File: config.mk
export PLATFORM = sky130hd
export DESIGN_NAME = ps2_host_ctrl
export DESIGN_NICKNAME = d
export VERILOG_FILES = /design/src/rtl/ps2_host_ctrl.sv
export SDC_FILE = /design/constraint.sdc
export NUM_CORES = 1
export LEC_CHECK = 0
export BUFFER_PORTS_ARGS = -buffer_cell sky130_fd_sc_hd__buf_4
export CAP_MARGIN = 20
export CORE_MARGIN = 1
export CORE_UTILIZATION = 50
export CTS_CLUSTER_SIZE = 16
export DETAILED_ROUTE_END_ITERATION = 10
export HOLD_SLACK_MARGIN = 0.05
export PLACE_DENSITY = 0.72
export SLEW_MARGIN = 5
export SYNTH_ARGS = -nofsm -noshare
export SYNTH_HDL_FRONTEND = slang
export SYNTH_SLANG_ARGS = --single-unit
File: constraint.sdc
create_clock -name clk50m -period 5.3 [get_ports clk50m]
set_input_delay 0.795 -clock clk50m [delete_from_list [all_inputs] [get_ports clk50m]]
set_output_delay 0.795 -clock clk50m [all_outputs]
set_load 0.005 [all_outputs]
File: src/rtl/ps2_host_ctrl.sv
// PS/2 host command sequencer: keyboard reset / LED update sequences,
// host-to-device frame transmitter on open-drain enables, and masking of
// the response bytes from the key decoder while a sequence is in flight.
module ps2_host_ctrl #(
    parameter int INHIBIT_CYCLES = 5000,
    parameter int ACK_TIMEOUT    = 750000,
    parameter int BAT_TIMEOUT    = 37500000,
    parameter int MAX_RETRY      = 3
) (
    input  logic       clk50m,
    input  logic       reset_n,
    input  logic       kbd_clk_in,
    input  logic       kbd_data_in,
    output logic       kbd_clk_oe,
    output logic       kbd_data_oe,
    input  logic [7:0] rx_byte,
    input  logic       rx_valid,
    input  logic [2:0] leds,
    input  logic       led_update,
    input  logic       kb_reset_req,
    output logic       busy,
    output logic       kb_ready,
    output logic       err,
    output logic       rx_mask
);
    localparam logic [31:0] INH_LAST  = 32'(INHIBIT_CYCLES - 1);
    localparam logic [31:0] ACK_LAST  = 32'(ACK_TIMEOUT - 1);
    localparam logic [31:0] BAT_LAST  = 32'(BAT_TIMEOUT - 1);
    localparam logic [7:0]  RETRY_MAX = 8'(MAX_RETRY);

    localparam logic [2:0] TX_IDLE    = 3'd0;
    localparam logic [2:0] TX_INHIBIT = 3'd1;
    localparam logic [2:0] TX_START   = 3'd2;
    localparam logic [2:0] TX_SHIFT   = 3'd3;
    localparam logic [2:0] TX_ACK     = 3'd4;

    localparam logic [2:0] S_IDLE      = 3'd0;
    localparam logic [2:0] S_SEND      = 3'd1;
    localparam logic [2:0] S_WAIT_RESP = 3'd2;
    localparam logic [2:0] S_WAIT_BAT  = 3'd3;
    localparam logic [2:0] S_ERROR     = 3'd4;

    // ---------------- line synchronisers ----------------
    logic [1:0] clk_sync_q, clk_sync_d;
    logic [1:0] data_sync_q, data_sync_d;
    logic       clk_prev_q, clk_prev_d;
    logic       clk_fall;

    // Two-stage synchronisers plus a delayed copy of the clock for edge detect
    always_comb begin
        clk_sync_d  = {clk_sync_q[0], kbd_clk_in};
        data_sync_d = {data_sync_q[0], kbd_data_in};
        clk_prev_d  = clk_sync_q[1];
    end

    // Idle PS/2 lines are high, so the synchronisers reset to 1
    always_ff @(posedge clk50m or negedge reset_n) begin
        if (!reset_n) begin
            clk_sync_q  <= 2'b11;
            data_sync_q <= 2'b11;
            clk_prev_q  <= 1'b1;
        end else begin
            clk_sync_q  <= clk_sync_d;
            data_sync_q <= data_sync_d;
            clk_prev_q  <= clk_prev_d;
        end
    end

    assign clk_fall = clk_prev_q & ~clk_sync_q[1];

    // ---------------- command sequencer state (declared for the TX engine) ----
    logic [2:0]  state_q, state_d;
    logic [7:0]  cmd_byte_q, cmd_byte_d;
    logic        tx_go;

    // ---------------- TX engine ----------------
    logic [2:0]  tx_state_q, tx_state_d;
    logic [31:0] tx_cnt_q, tx_cnt_d;
    logic [3:0]  bit_cnt_q, bit_cnt_d;
    logic [9:0]  sh_q, sh_d;
    logic        data_oe_q, data_oe_d;
    logic        tx_done, tx_ferr;

    // Frame transmitter: inhibit, start bit, 8 data + odd parity + stop, ACK.
    // tx_cnt is the inhibit counter, then restarts as the frame timeout.
    always_comb begin
        tx_state_d = tx_state_q;
        tx_cnt_d   = tx_cnt_q;
        bit_cnt_d  = bit_cnt_q;
        sh_d       = sh_q;
        data_oe_d  = data_oe_q;
        tx_done    = 1'b0;
        tx_ferr    = 1'b0;
        case (tx_state_q)
            TX_IDLE: begin
                data_oe_d = 1'b0;
                if (tx_go) begin
                    tx_state_d = TX_INHIBIT;
                    tx_cnt_d   = '0;
                    bit_cnt_d  = '0;
                    sh_d       = {1'b1, ~^cmd_byte_q, cmd_byte_q};
                end
            end
            TX_INHIBIT: begin
                if (tx_cnt_q == INH_LAST) begin
                    tx_state_d = TX_START;
                    tx_cnt_d   = '0;
                    data_oe_d  = 1'b1;
                end else begin
                    tx_cnt_d = tx_cnt_q + 32'd1;
                end
            end
            TX_START, TX_SHIFT, TX_ACK: begin
                tx_cnt_d = tx_cnt_q + 32'd1;
                if (tx_cnt_q == ACK_LAST) begin
                    tx_state_d = TX_IDLE;
                    data_oe_d  = 1'b0;
                    tx_ferr    = 1'b1;
                end else if (clk_fall) begin
                    if (tx_state_q == TX_ACK) begin
                        tx_state_d = TX_IDLE;
                        tx_done    = ~data_sync_q[1];
                        tx_ferr    = data_sync_q[1];
                    end else begin
                        // Ten falling edges drive d0..d7, parity, stop
                        data_oe_d  = ~sh_q[0];
                        sh_d       = {1'b0, sh_q[9:1]};
                        bit_cnt_d  = bit_cnt_q + 4'd1;
                        tx_state_d = (bit_cnt_q == 4'd9) ? TX_ACK : TX_SHIFT;
                    end
                end
            end
            default: begin
                tx_state_d = TX_IDLE;
                data_oe_d  = 1'b0;
            end
        endcase
    end

    // TX engine registers; reset releases both lines immediately
    always_ff @(posedge clk50m or negedge reset_n) begin
        if (!reset_n) begin
            tx_state_q <= TX_IDLE;
            tx_cnt_q   <= '0;
            bit_cnt_q  <= '0;
            sh_q       <= '0;
            data_oe_q  <= 1'b0;
        end else begin
            tx_state_q <= tx_state_d;
            tx_cnt_q   <= tx_cnt_d;
            bit_cnt_q  <= bit_cnt_d;
            sh_q       <= sh_d;
            data_oe_q  <= data_oe_d;
        end
    end

    assign kbd_clk_oe  = (tx_state_q == TX_INHIBIT);
    assign kbd_data_oe = data_oe_q;

    // ---------------- command sequencer ----------------
    logic        seq_led_q, seq_led_d;   // 0 = reset sequence, 1 = LED sequence
    logic        step_q, step_d;         // LED sequence: 0 = 0xED, 1 = LED byte
    logic [7:0]  retry_q, retry_d;
    logic        launched_q, launched_d;
    logic [31:0] tmr_q, tmr_d;
    logic        rst_pend_q, rst_pend_d;
    logic        led_pend_q, led_pend_d;
    logic        boot_q, boot_d;         // auto-run reset sequence after reset
    logic        ready_q, ready_d;
    logic        err_q, err_d;
    logic        resend, fail;

    // Sequence control, request latching, retry and error handling
    always_comb begin
        state_d    = state_q;
        cmd_byte_d = cmd_byte_q;
        seq_led_d  = seq_led_q;
        step_d     = step_q;
        retry_d    = retry_q;
        launched_d = launched_q;
        tmr_d      = tmr_q;
        rst_pend_d = rst_pend_q | kb_reset_req;
        led_pend_d = led_pend_q | led_update;
        boot_d     = boot_q;
        ready_d    = ready_q;
        err_d      = err_q;
        tx_go      = 1'b0;
        resend     = 1'b0;
        fail       = 1'b0;
        case (state_q)
            S_IDLE: begin
                if (boot_q || rst_pend_q || kb_reset_req) begin
                    boot_d     = 1'b0;
                    rst_pend_d = 1'b0;
                    ready_d    = 1'b0;
                    err_d      = 1'b0;
                    seq_led_d  = 1'b0;
                    step_d     = 1'b0;
                    retry_d    = '0;
                    launched_d = 1'b0;
                    cmd_byte_d = 8'hFF;
                    state_d    = S_SEND;
                end else if (led_pend_q || led_update) begin
                    led_pend_d = 1'b0;
                    err_d      = 1'b0;
                    seq_led_d  = 1'b1;
                    step_d     = 1'b0;
                    retry_d    = '0;
                    launched_d = 1'b0;
                    cmd_byte_d = 8'hED;
                    state_d    = S_SEND;
                end
            end
            S_SEND: begin
                if (!launched_q) begin
                    tx_go      = 1'b1;
                    launched_d = 1'b1;
                end else if (tx_done) begin
                    launched_d = 1'b0;
                    tmr_d      = '0;
                    state_d    = S_WAIT_RESP;
                end else if (tx_ferr) begin
                    resend = 1'b1;
                end
            end
            S_WAIT_RESP: begin
                tmr_d = tmr_q + 32'd1;
                if (rx_valid && rx_byte == 8'hFA) begin
                    retry_d    = '0;
                    launched_d = 1'b0;
                    tmr_d      = '0;
                    if (!seq_led_q) begin
                        state_d = S_WAIT_BAT;
                    end else if (!step_q) begin
                        step_d     = 1'b1;
                        cmd_byte_d = {5'b0, leds};
                        state_d    = S_SEND;
                    end else begin
                        state_d = S_IDLE;
                    end
                end else if ((rx_valid && rx_byte == 8'hFE) || tmr_q == ACK_LAST) begin
                    resend = 1'b1;
                end
            end
            S_WAIT_BAT: begin
                tmr_d = tmr_q + 32'd1;
                if (rx_valid) begin
                    if (rx_byte == 8'hAA) begin
                        ready_d = 1'b1;
                        state_d = S_IDLE;
                    end else begin
                        fail = 1'b1;
                    end
                end else if (tmr_q == BAT_LAST) begin
                    fail = 1'b1;
                end
            end
            S_ERROR: begin
                state_d = S_IDLE;
            end
            default: begin
                state_d = S_IDLE;
            end
        endcase

        // Same byte goes out again until the retry budget is spent
        if (resend) begin
            launched_d = 1'b0;
            if (retry_q >= RETRY_MAX) begin
                fail = 1'b1;
            end else begin
                retry_d = retry_q + 8'd1;
                state_d = S_SEND;
            end
        end

        // A failed reset sequence also drops any LED update queued behind it
        if (fail) begin
            state_d = S_ERROR;
            err_d   = 1'b1;
            ready_d = 1'b0;
            if (!seq_led_q) begin
                led_pend_d = 1'b0;
            end
        end
    end

    // Sequencer registers; boot flag starts the reset sequence after reset
    always_ff @(posedge clk50m or negedge reset_n) begin
        if (!reset_n) begin
            state_q    <= S_IDLE;
            cmd_byte_q <= '0;
            seq_led_q  <= 1'b0;
            step_q     <= 1'b0;
            retry_q    <= '0;
            launched_q <= 1'b0;
            tmr_q      <= '0;
            rst_pend_q <= 1'b0;
            led_pend_q <= 1'b0;
            boot_q     <= 1'b1;
            ready_q    <= 1'b0;
            err_q      <= 1'b0;
        end else begin
            state_q    <= state_d;
            cmd_byte_q <= cmd_byte_d;
            seq_led_q  <= seq_led_d;
            step_q     <= step_d;
            retry_q    <= retry_d;
            launched_q <= launched_d;
            tmr_q      <= tmr_d;
            rst_pend_q <= rst_pend_d;
            led_pend_q <= led_pend_d;
            boot_q     <= boot_d;
            ready_q    <= ready_d;
            err_q      <= err_d;
        end
    end

    assign busy     = (state_q == S_SEND) || (state_q == S_WAIT_RESP) || (state_q == S_WAIT_BAT);
    assign rx_mask  = (state_q == S_WAIT_RESP) || (state_q == S_WAIT_BAT);
    assign kb_ready = ready_q && (state_q == S_IDLE);
    assign err      = err_q;

endmodule

==> run_results.csv, run 1 <==
group,metric,value,unit
synthesis,synth_area,5960,sq um
detailed_routing,vias,4863,
synthesis,syn-mean-instance-area,9.38,sq um
detailed_routing,drc,2,
cts,numCtsBuffers,9,
finish,post-route-util,0.563,
setup_path,path_class,"register to register",
synthesis,synthArstFlopShare,1.00,
setup_path,worstPathRequired,5.54,ns
power,leakagePower,2.69,nW
finish,antenna_cells,0,
grt,track_usage,0.220,
floorplan,num_io_pins,24,
power,power_density,344,nW/um^2
setup_path,crit_fanout,22,
setup_path,startpoint_type,"register",
grt,grt_pass1_vias,4661,
setup_path,worstSetupEndpointType,"register",
timing,maxSlewHeadroom,0.371,
floorplan,die_x,111,microns
cts,cts-root-buf,"clkbuf_16",
synthesis,synth_commonest_cells,"dfrtp_1, nor2_1, nand2_1, nand3_1, o21ai_1",
detailed_routing,drt-initial-drc-count,429,
cts,cts_hold_buf,0,
placement,gp_congestion,0.848,
finish,nets,668,
cts,cts_buffer_depth,2,
placement,hpwlAfterDp,8.71,mm
grt,overflow,0,
setup_path,crit_chain,"ha_1 -> nand3_2 -> or4b_1 -> or4_1 -> a31oi_2 -> mux2_1",
detailed_routing,top_layer_used,"met4",
synthesis,ys.warnings.count,0,
cts,post-cts-setup-buffers,0,
finish,syn2layout_area_growth,8.73,%
hold_path,hp-class,"register to register",
cts,cts_sinks,111,
floorplan,die_area,12400,sq um
run,drv_cap,0,
timing,max_freq,294,MHz
synthesis,synth_cells,636,
detailed_routing,wl_met2,6.08,mm
timing,final.setup.tns,0,ns
status,violations,"design-rule violations",
grt,antenna_found_initial,0,
timing,maxSlewViolCount,0,
synthesis,synth-main-ff-cell,"dfrtp_1",
detailed_routing,drt-total-wl,12.9,mm
setup_path,worst_path_largest_cell_delay,0.86,ns
timing,hold_violations,0,
setup_path,cp_data_arrival_time,3.64,ns
setup_path,crit_slowest_cell,"a31oi_2",
detailed_routing,wl_met3,611,microns
synthesis,ys_seq_area_frac,0.467,
finish,drive_gt1_frac,0.117,
grt,grt_pass1_wl,22.2,mm
placement,pre_cts_ws,1.88,ns
placement,dp_cells,776,
detailed_routing,postRouteAntennaNets,0,
grt,grt_max_degree,66,
timing,grt_setup_unrepaired,"false",
timing,fin_skew,0.00790,ns
synthesis,synth_edf_count,0,
status,status,"finished, violations left",
cts,clk_latency,0.35,ns
power,ir_worst_vdd,0.000202,V
synthesis,synth_top_area_cell,"dfrtp_1",
floorplan,design.core.area,11500,sq um
detailed_routing,firstDrtPassIters,8,
power,power,2.23,mW
synthesis,yosys-top-cells-area,"dfrtp_1, nor2_1, o31ai_1, nand2_1, nand3_1",
placement,port_buffers,23,
cts,cts_tree,"done",
cts,clk_pin_slew,0.07,ns
detailed_routing,m1WireLength,6.02,mm
synthesis,synth.distinct_cells,62,
detailed_routing,wl_per_cell,16.2,microns
synthesis,synth_seq_cells,111,
timing,layout_setup_ws,1.90,ns
timing,min_period_over_period,0.642,
finish,fin_cells,793,
detailed_routing,via_per_inst,6.13,
floorplan,start_util,0.518,
timing,worst_pin_slew,0.941,ns
synthesis,yosysMostFrequentCell,"dfrtp_1",
synthesis,syn_nets,659,
cts,htreeDepth,3,
floorplan,num_rows,39,
floorplan,die_h,111,microns
timing,fin_crit,3.40,ns
cts,ctsResizeCount,0,
synthesis,synth_top_cell_area_share,0.441,
timing,setup_viol,0,
[report_power, final]
part | internal, mW | total [mW] | switching (mW) | leakage [nW]
clock network | 0.322 | 0.639 | 0.317 | 0.133
logic | 0.207 | 0.501 | 0.294 | 1.11
registers | 0.963 | 1.09 | 0.128 | 1.45
[path summary, 6_finish.rpt]
| kind | start | end | slack, ns | cells after the start |
|---|---|---|---|---|
| hold reg to reg | data_sync_q[0]$_DFF_PN1_ | data_sync_q[1]$_DFF_PN1_ | 0.36 | 0 |
| hold / removal | data_sync_q[0]$_DFF_PN1_ | data_sync_q[1]$_DFF_PN1_ | 0.36 | 0 |
| setup / recovery | tx_cnt_q[0]$_DFFE_PN0P_ | sh_q[8]$_DFFE_PN0P_ | 1.90 | 6 |
| max in group asynchronous | reset_n | tmr_q[0]$_DFFE_PN0P_ | 3.62 | 2 |
| min in group asynchronous | reset_n | tx_cnt_q[9]$_DFFE_PN0P_ | 0.54 | 1 |
| setup reg to reg | tx_cnt_q[0]$_DFFE_PN0P_ | sh_q[8]$_DFFE_PN0P_ | 1.90 | 6 |
[routing by layer]
metal  up-vias  track usage
li1       2337            -
met1      2389        0.301
met2       122        0.356
met3        15       0.0481
met4         0       0.0541
met5         -            0
[cell families (layout without fill, tap and decap cells)]
family | after synthesis | after routing | synth area share
and+or+nand+nor | 295 | 295 | 0.267
AOI/OAI and AO/OA | 143 | 143 | 0.161
DFF | 111 | 111 | 0.467
buffers and inverters | 43 | 57 | 0.0359
xor gates and xnor gates | 31 | 31 | 0.0455
muxes | 8 | 8 | 0.0138
adders and majority gates | 5 | 5 | 0.0105
[metrics by stage]
step                      hold WS [ns]  instance area (sq um)
final                            0.358                   6480
after global routing             0.363                   6480
after CTS                        0.359                   6460
after detailed placement         0.349                   6180
after global placement           0.347                   6180
after floorplan                  0.345                   5960
[sequential cells by signal, summed over array words and instances, names as in the netlist, 2 cells and up]
signal       count
bit_cnt_q        4
clk_sync_q       2
cmd_byte_q       5
data_sync_q      2
retry_q          8
sh_q            10
state_q          3
tmr_q           32
tx_cnt_q        32
tx_state_q       3
[cell type report]
cell class,count,area (sq um)
Clock buffer,10,229
Clock inverter,6,43.8
Fill cell,1031,5030
Inverter,13,48.8
Multi-Input combinational cell,482,2970
Sequential cell,111,2790
Tap cell,143,179
Timing Repair Buffer,28,230
[layout by cell type, fill, tap and decap left out, types with 9 or more instances in the layout]
cell | Yosys | layout
and3_1 | 17 | 17
xor2_1 | 16 | 16
or4_1 | 19 | 19
nand4_1 | 15 | 15
nor4_1 | 13 | 13
a21oi_2 | 14 | 14
nand3_1 | 36 | 36
dfrtp_1 | 105 | 105
nor2_1 | 58 | 58
o21ai_0 | 11 | 11
nor3_1 | 15 | 15
nand2_1 | 54 | 54
inv_1 | 13 | 13
and2_1 | 18 | 18
buf_4 | 2 | 27
or3_1 | 10 | 10
o31ai_1 | 28 | 28
o21ai_1 | 32 | 31
xnor2_1 | 15 | 15
a21oi_1 | 27 | 27
clkbuf_16 | 0 | 9
[worst max-delay path, delay by kind of cell (launching register included)]
kind,cells,cell delay [ns]
flip-flops,1,0.41
multiplexers,1,0.39
adder cells (fa/ha/maj),1,0.24
AO/OA/AOI/OAI,1,0.86
AND/OR/NAND/NOR,3,1.38
Note: power is estimated with default switching activity, not from simulation.
==> inputs of run 2 (changes only) <==
==> constraint.sdc (replaced) <==
create_clock -name clk50m -period 3.5 [get_ports clk50m]
set_input_delay 0.525 -clock clk50m [delete_from_list [all_inputs] [get_ports clk50m]]
set_output_delay 0.525 -clock clk50m [all_outputs]
set_load 0.005 [all_outputs]
==> run 2 against run 1 <==
Net effect: the flow still finishes with violations (design-rule violations); worst hold slack got worse by 0.15 ns; non-clock buffer count up 3; sequential share of layout area fell by 0.51 points; clock power up 74%; first-iteration DRC count decreased by 32%; routed wire length down 0.75%; die area did not move; count of clock-buffer cells in the layout is 1 lower; critical endpoint is now sh_q[5]$_DFFE_PN0P_.
==> run_results.csv, run 2 (synthesis results as in run 1) <==
group,metric,value,unit
finish,nets,671,
cts,post-cts-setup-buffers,0,
floorplan,num_rows,39,
placement,hpwlAfterDp,8.79,mm
setup_path,r2r_slack,0.56,ns
detailed_routing,drt-total-wl,12.8,mm
finish,final_common_cell,"dfrtp_1",
status,status,"finished, violations left",
finish,multi_input_area,2970,sq um
timing,grt_setup_unrepaired,"false",
hold_path,hp-class,"input pin to async pin",
power,power_density,539,nW/um^2
cts,clk_latency,0.36,ns
detailed_routing,firstDrtPassIters,8,
finish,n_fill_cell,1027,
detailed_routing,drt-initial-drc-count,292,
cts,cts-root-buf,"clkbuf_16",
cts,cts_tree,"done",
timing,max_freq,340,MHz
power,ir_worst_vdd,0.000297,V
setup_path,worstPathRequired,3.79,ns
timing,fin_skew,0.00842,ns
cts,cts_hold_buf,0,
placement,port_buffers,23,
status,violations,"design-rule violations",
setup_path,crit_fanout,16,
timing,hold_violations,0,
floorplan,die_x,111,microns
floorplan,design.core.area,11500,sq um
timing,worst_pin_slew,0.952,ns
setup_path,crit_slowest_cell,"or4_1",
cts,numCtsBuffers,9,
cts,cts_sinks,111,
cts,ctsResizeCount,0,
timing,maxSlewViolCount,0,
setup_path,startpoint_type,"register",
timing,final.setup.tns,0,ns
cts,htreeDepth,3,
setup_path,reg2reg_depth,8,
detailed_routing,via_per_inst,6.04,
timing,maxSlewHeadroom,0.365,
timing,fin_crit,2.94,ns
grt,overflow,0,
setup_path,worst_path_largest_cell_delay,0.70,ns
finish,top_regs,"tmr_q: 32 flops, tx_cnt_q: 32 flops, sh_q: 10 flops",
floorplan,die_area,12400,sq um
power,leakagePower,2.72,nW
grt,grt_pass1_vias,4568,
detailed_routing,vias,4811,
finish,seq_area,2790,sq um
setup_path,cp_data_arrival_time,3.23,ns
cts,cts_buffer_depth,2,
power,power,3.54,mW
setup_path,worstSetupEndpointType,"register",
run,drv_cap,0,
setup_path,path_class,"register to register",
timing,setup_viol,0,
detailed_routing,drc,2,
finish,antenna_cells,0,
detailed_routing,postRouteAntennaNets,0,
placement,gp_congestion,0.823,
finish,final_cell_mix,"dfrtp_1, nor2_1, nand2_1",
setup_path,rr_endpoint,"sh_q[5]$_DFFE_PN0P_",
floorplan,start_util,0.518,
grt,track_usage,0.220,
cts,clk_pin_slew,0.07,ns
floorplan,num_io_pins,24,
timing,min_period_over_period,0.841,
setup_path,crit_chain,"ha_1 -> nand3_2 -> or4b_1 -> or4_1 -> a31oi_2 -> buf_4 -> nand2_1 -> o21ai_1",
grt,antenna_found_initial,0,
grt,grt_max_degree,57,
detailed_routing,wl_per_cell,16.0,microns
finish,drive_gt1_frac,0.123,
grt,grt_pass1_wl,22.0,mm
finish,syn2layout_area_growth,10.0,%
setup_path,rr_startpoint,"tx_cnt_q[0]$_DFFE_PN0P_",
floorplan,die_h,111,microns
## run 2: how the worst max path moves through the flow
stage,cells past startpoint,from,to,slack [ns]
2_1_floorplan,7,tx_cnt_q[0]$_DFFE_PN0P_,sh_q[8]$_DFFE_PN0P_,0.97
3_3_place_gp,6,tx_cnt_q[0]$_DFFE_PN0P_,sh_q[8]$_DFFE_PN0P_,0.66
3_5_place_dp,8,tx_cnt_q[0]$_DFFE_PN0P_,sh_q[5]$_DFFE_PN0P_,0.57
4_1_cts,8,tx_cnt_q[0]$_DFFE_PN0P_,sh_q[5]$_DFFE_PN0P_,0.55
5_1_grt,8,tx_cnt_q[0]$_DFFE_PN0P_,sh_q[5]$_DFFE_PN0P_,0.43
6_report,8,tx_cnt_q[0]$_DFFE_PN0P_,sh_q[5]$_DFFE_PN0P_,0.56
## run 2: cell type report
| cell class | instances | share of cell area |
|---|---|---|
| tap | 143 | 0.0273 |
| inverter | 13 | 0.00744 |
| clock inverter | 7 | 0.0149 |
| clock buffer | 9 | 0.0343 |
| multi-input combinational | 482 | 0.452 |
| timing repair buffer | 31 | 0.0393 |
| sequential | 111 | 0.424 |
## run 2: critical path: cells and delay by family, from the launching register on
kind	cells	cell delay, ns
simple gates	4	1.44
compound gates	2	0.51
flops	1	0.41
buf+inv	1	0.27
fa+ha+maj	1	0.24
## run 2: power by group
part           switching, mW  leakage [nW]  internal, mW  total, mW
logic                  0.445          1.12         0.324      0.769
registers              0.195          1.45          1.46       1.65
clock network          0.485         0.152         0.628       1.11
## run 2: layer usage
layer / up-vias / global-route usage / share of wire
met3: 14 / 0.0432 / 0.032
met4: 0 / 0.0811 / 0.014
met5: - / 0 / 0
met1: 2359 / 0.296 / 0.47
li1: 2353 / - / -
met2: 85 / 0.353 / 0.48
## run 2: through the flow
step | instances | utilization | hold WS, ns | setup slack, ns | cell area [sq um]
final | 796 | 0.570 | 0.213 | 0.555 | 6560
after global routing | 796 | 0.570 | 0.255 | 0.429 | 6560
after CTS | 796 | 0.570 | 0.245 | 0.550 | 6560
after detailed placement | 780 | 0.542 | 0.347 | 0.567 | 6240
after global placement | 780 | 0.542 | 0.346 | 0.658 | 6240
after floorplan | 636 | - | 0.229 | 0.971 | 5960
==> inputs of run 3 (changes only) <==
--- a/config.mk
+++ b/config.mk
@@ -5,6 +5,7 @@
 export SDC_FILE = /design/constraint.sdc
 export NUM_CORES = 1
 export LEC_CHECK = 0
+export ABC_AREA = 1
 export BUFFER_PORTS_ARGS = -buffer_cell sky130_fd_sc_hd__buf_4
 export CAP_MARGIN = 20
 export CORE_MARGIN = 1
@@ -12,7 +13,7 @@
 export CTS_CLUSTER_SIZE = 16
 export DETAILED_ROUTE_END_ITERATION = 10
 export HOLD_SLACK_MARGIN = 0.05
-export PLACE_DENSITY = 0.72
+export PLACE_DENSITY = 0.71
 export SLEW_MARGIN = 5
 export SYNTH_ARGS = -nofsm -noshare
 export SYNTH_HDL_FRONTEND = slang
==> constraint.sdc (replaced) <==
create_clock -name clk50m -period 2.85 [get_ports clk50m]
set_input_delay 0.4275 -clock clk50m [delete_from_list [all_inputs] [get_ports clk50m]]
set_output_delay 0.4275 -clock clk50m [all_outputs]
set_load 0.005 [all_outputs]
==> run 3 against run 2 <==
Net effect: the flow now finishes without violations; register-to-register slack hardly changed; non-clock buffer count rose by 1; worst hold slack got worse by 0.14 ns; via count grew 45%; total power rose by 80%; global-route usage grew 4.5 points; utilization down 0.52 points; combinational power increased to 3.4 times the previous value; critical path type unchanged.
==> run_results.csv, run 3 <==
group,metric,value,unit
status,status,"completed",
synthesis,synth_seq_cells,111,
finish,post-route-util,0.565,
cts,clk_pin_slew,0.07,ns
synthesis,synth_top_cell_area_share,0.358,
placement,port_buffers,23,
timing,worst_pin_slew,0.739,ns
finish,nets,1113,
cts,htreeDepth,3,
finish,final_common_cell,"nand2_1",
placement,dp_cells,1259,
cts,cts-root-buf,"clkbuf_16",
timing,max_freq,433,MHz
synthesis,synthArstFlopShare,1.00,
cts,post-cts-setup-buffers,0,
floorplan,start_util,0.520,
finish,drive_gt1_frac,0.0995,
synthesis,synth_commonest_cells,"nand2_1, nor2_1, inv_1, nand3_1, dfrtp_1",
grt,grt_pass1_vias,6504,
setup_path,worstSetupEndpointType,"register",
timing,min_period_over_period,0.809,
setup_path,crit_fanout,32,
detailed_routing,drt-total-wl,19.0,mm
floorplan,die_x,123,microns
power,power_density,798,nW/um^2
cts,numCtsBuffers,9,
synthesis,yosys-top-cells-area,"dfrtp_1, nand2_1, nor2_1, nand3_1, inv_1",
grt,track_usage,0.265,
cts,ctsResizeCount,0,
synthesis,synth-xor-area-share,0.0358,
setup_path,path_class,"register to register",
finish,top_regs,"tmr_q: 32 flops, tx_cnt_q: 32 flops, sh_q: 10 flops",
finish,final_cell_mix,"nand2_1, nor2_1, inv_1, nand3_1, dfrtp_1",
synthesis,synth_cells,1070,
finish,syn2layout_area_growth,8.60,%
setup_path,startpoint_type,"register",
timing,grt_setup_unrepaired,"false",
timing,maxSlewHeadroom,0.507,
synthesis,synth-main-ff-cell,"dfrtp_1",
grt,grt_max_degree,73,
cts,cts_sinks,111,
setup_path,cp_data_arrival_time,2.58,ns
synthesis,synth_mux_area_frac,0,
cts,cts_buffer_depth,2,
timing,fin_skew,0.0124,ns
finish,seq_area,2790,sq um
floorplan,num_rows,43,
detailed_routing,drc,0,
floorplan,num_io_pins,24,
floorplan,die_h,123,microns
cts,clk_latency,0.36,ns
synthesis,synth_fa_ha_area_frac,0.00854,
setup_path,worstPathRequired,3.13,ns
floorplan,die_area,15100,sq um
floorplan,design.core.area,14100,sq um
finish,multi_input_area,3940,sq um
synthesis,synth_top_area_cell,"dfrtp_1",
cts,cts_hold_buf,0,
synthesis,ys_seq_area_frac,0.380,
finish,fin_cells,1275,
detailed_routing,wl_per_cell,14.9,microns
finish,antenna_cells,0,
timing,hold_violations,0,
synthesis,ys.warnings.count,0,
synthesis,synth_edf_count,0,
grt,overflow,0,
power,ir_worst_vdd,0.000525,V
synthesis,synth_compound_area_frac,0.101,
cts,cts_tree,"done",
synthesis,synth_simple_gate_area_frac,0.391,
synthesis,syn-mean-instance-area,6.85,sq um
hold_path,hp-class,"input pin to async pin",
finish,n_fill_cell,1405,
detailed_routing,postRouteAntennaNets,0,
timing,setup_viol,0,
power,leakagePower,3.74,nW
detailed_routing,firstDrtPassIters,7,
detailed_routing,vias,6992,
detailed_routing,drt-initial-drc-count,540,
timing,fin_crit,2.31,ns
synthesis,synth.distinct_cells,44,
placement,gp_congestion,1.00,
grt,grt_pass1_wl,31.2,mm
run,drv_cap,0,
timing,maxSlewViolCount,0,
synthesis,syn_nets,1093,
placement,hpwlAfterDp,14.2,mm
synthesis,yosysMostFrequentCell,"nand2_1",
synthesis,synth_area,7330,sq um
synthesis,synth_top_family_by_area,"simple AND/OR/NAND/NOR gates",
timing,final.setup.tns,0,ns
detailed_routing,via_per_inst,5.48,
grt,antenna_found_initial,0,
run 3: worst paths after layout:
check | startpoint | to | slack (ns) | depth (start not counted)
max | tx_cnt_q[0]$_DFFE_PN0P_ | tmr_q[14]$_DFFE_PN0P_ | 0.54 | 11
min | reset_n | tx_cnt_q[28]$_DFFE_PN0P_ | 0.07 | 2
max reg2reg | tx_cnt_q[0]$_DFFE_PN0P_ | tmr_q[14]$_DFFE_PN0P_ | 0.54 | 11
min reg2reg | clk_sync_q[0]$_DFF_PN1_ | clk_sync_q[1]$_DFF_PN1_ | 0.36 | 0
max in group asynchronous | reset_n | cmd_byte_q[6]$_DFFE_PN0P_ | 2.35 | 2
min in group clk50m | kbd_clk_in | clk_sync_q[0]$_DFF_PN1_ | 0.18 | 1
run 3: metrics by stage:
step	worst slack (ns)	cell area, sq um	hold WS, ns	power, mW
6_report	0.543	7960	0.0687	6.36
5_1_grt	0.319	7960	0.0939	6.86
4_1_cts	0.559	7960	0.0920	6.35
3_5_place_dp	0.582	7680	0.355	5.11
3_3_place_gp	0.657	7680	0.351	5.06
2_1_floorplan	1.13	7330	0.132	4.47
run 3: layer usage:
layer	wire (microns)	up-vias	GRT usage
li1	-	3514	-
met1	8960	3246	0.362
met2	8660	204	0.426
met3	980	28	0.0494
met4	361	0	0.0806
met5	0	-	0
run 3: worst max-delay path: stages, from the launching register on:
cell and delay (ns):
dfrtp_1 0.39, ha_1 0.30, nand3_2 0.18, inv_2 0.15, nand2_1 0.07, nor2_2 0.10, nand2_1 0.10, nand2_1 0.11
nand2_2 0.08, nand2_2 0.47, nand2_1 0.13, o211ai_1 0.12
run 3: logic make-up after synthesis:
group / Yosys count
AOI/OAI and AO/OA: 120
xor gates and xnor gates: 30
adders and majority gates: 5
buffers and inverters: 152
DFF: 111
and+or+nand+nor: 652
run 3: area by class of cell:
| cell class | instances | area share |
|---|---|---|
| multi-input cells | 807 | 0.494 |
| flip-flops and latches | 111 | 0.350 |
| inverters | 129 | 0.0608 |
| repair buffers | 32 | 0.0318 |
| clock buffers | 12 | 0.0310 |
| well taps | 180 | 0.0283 |
| clock inverters | 4 | 0.00377 |
run 3: power breakdown:
| group | total (mW) | leakage [nW] | internal (mW) | switching, mW |
|---|---|---|---|---|
| sequential | 2.49 | 1.32 | 1.98 | 0.505 |
| combinational | 2.65 | 2.28 | 0.883 | 1.77 |
| clock | 1.22 | 0.133 | 0.622 | 0.596 |
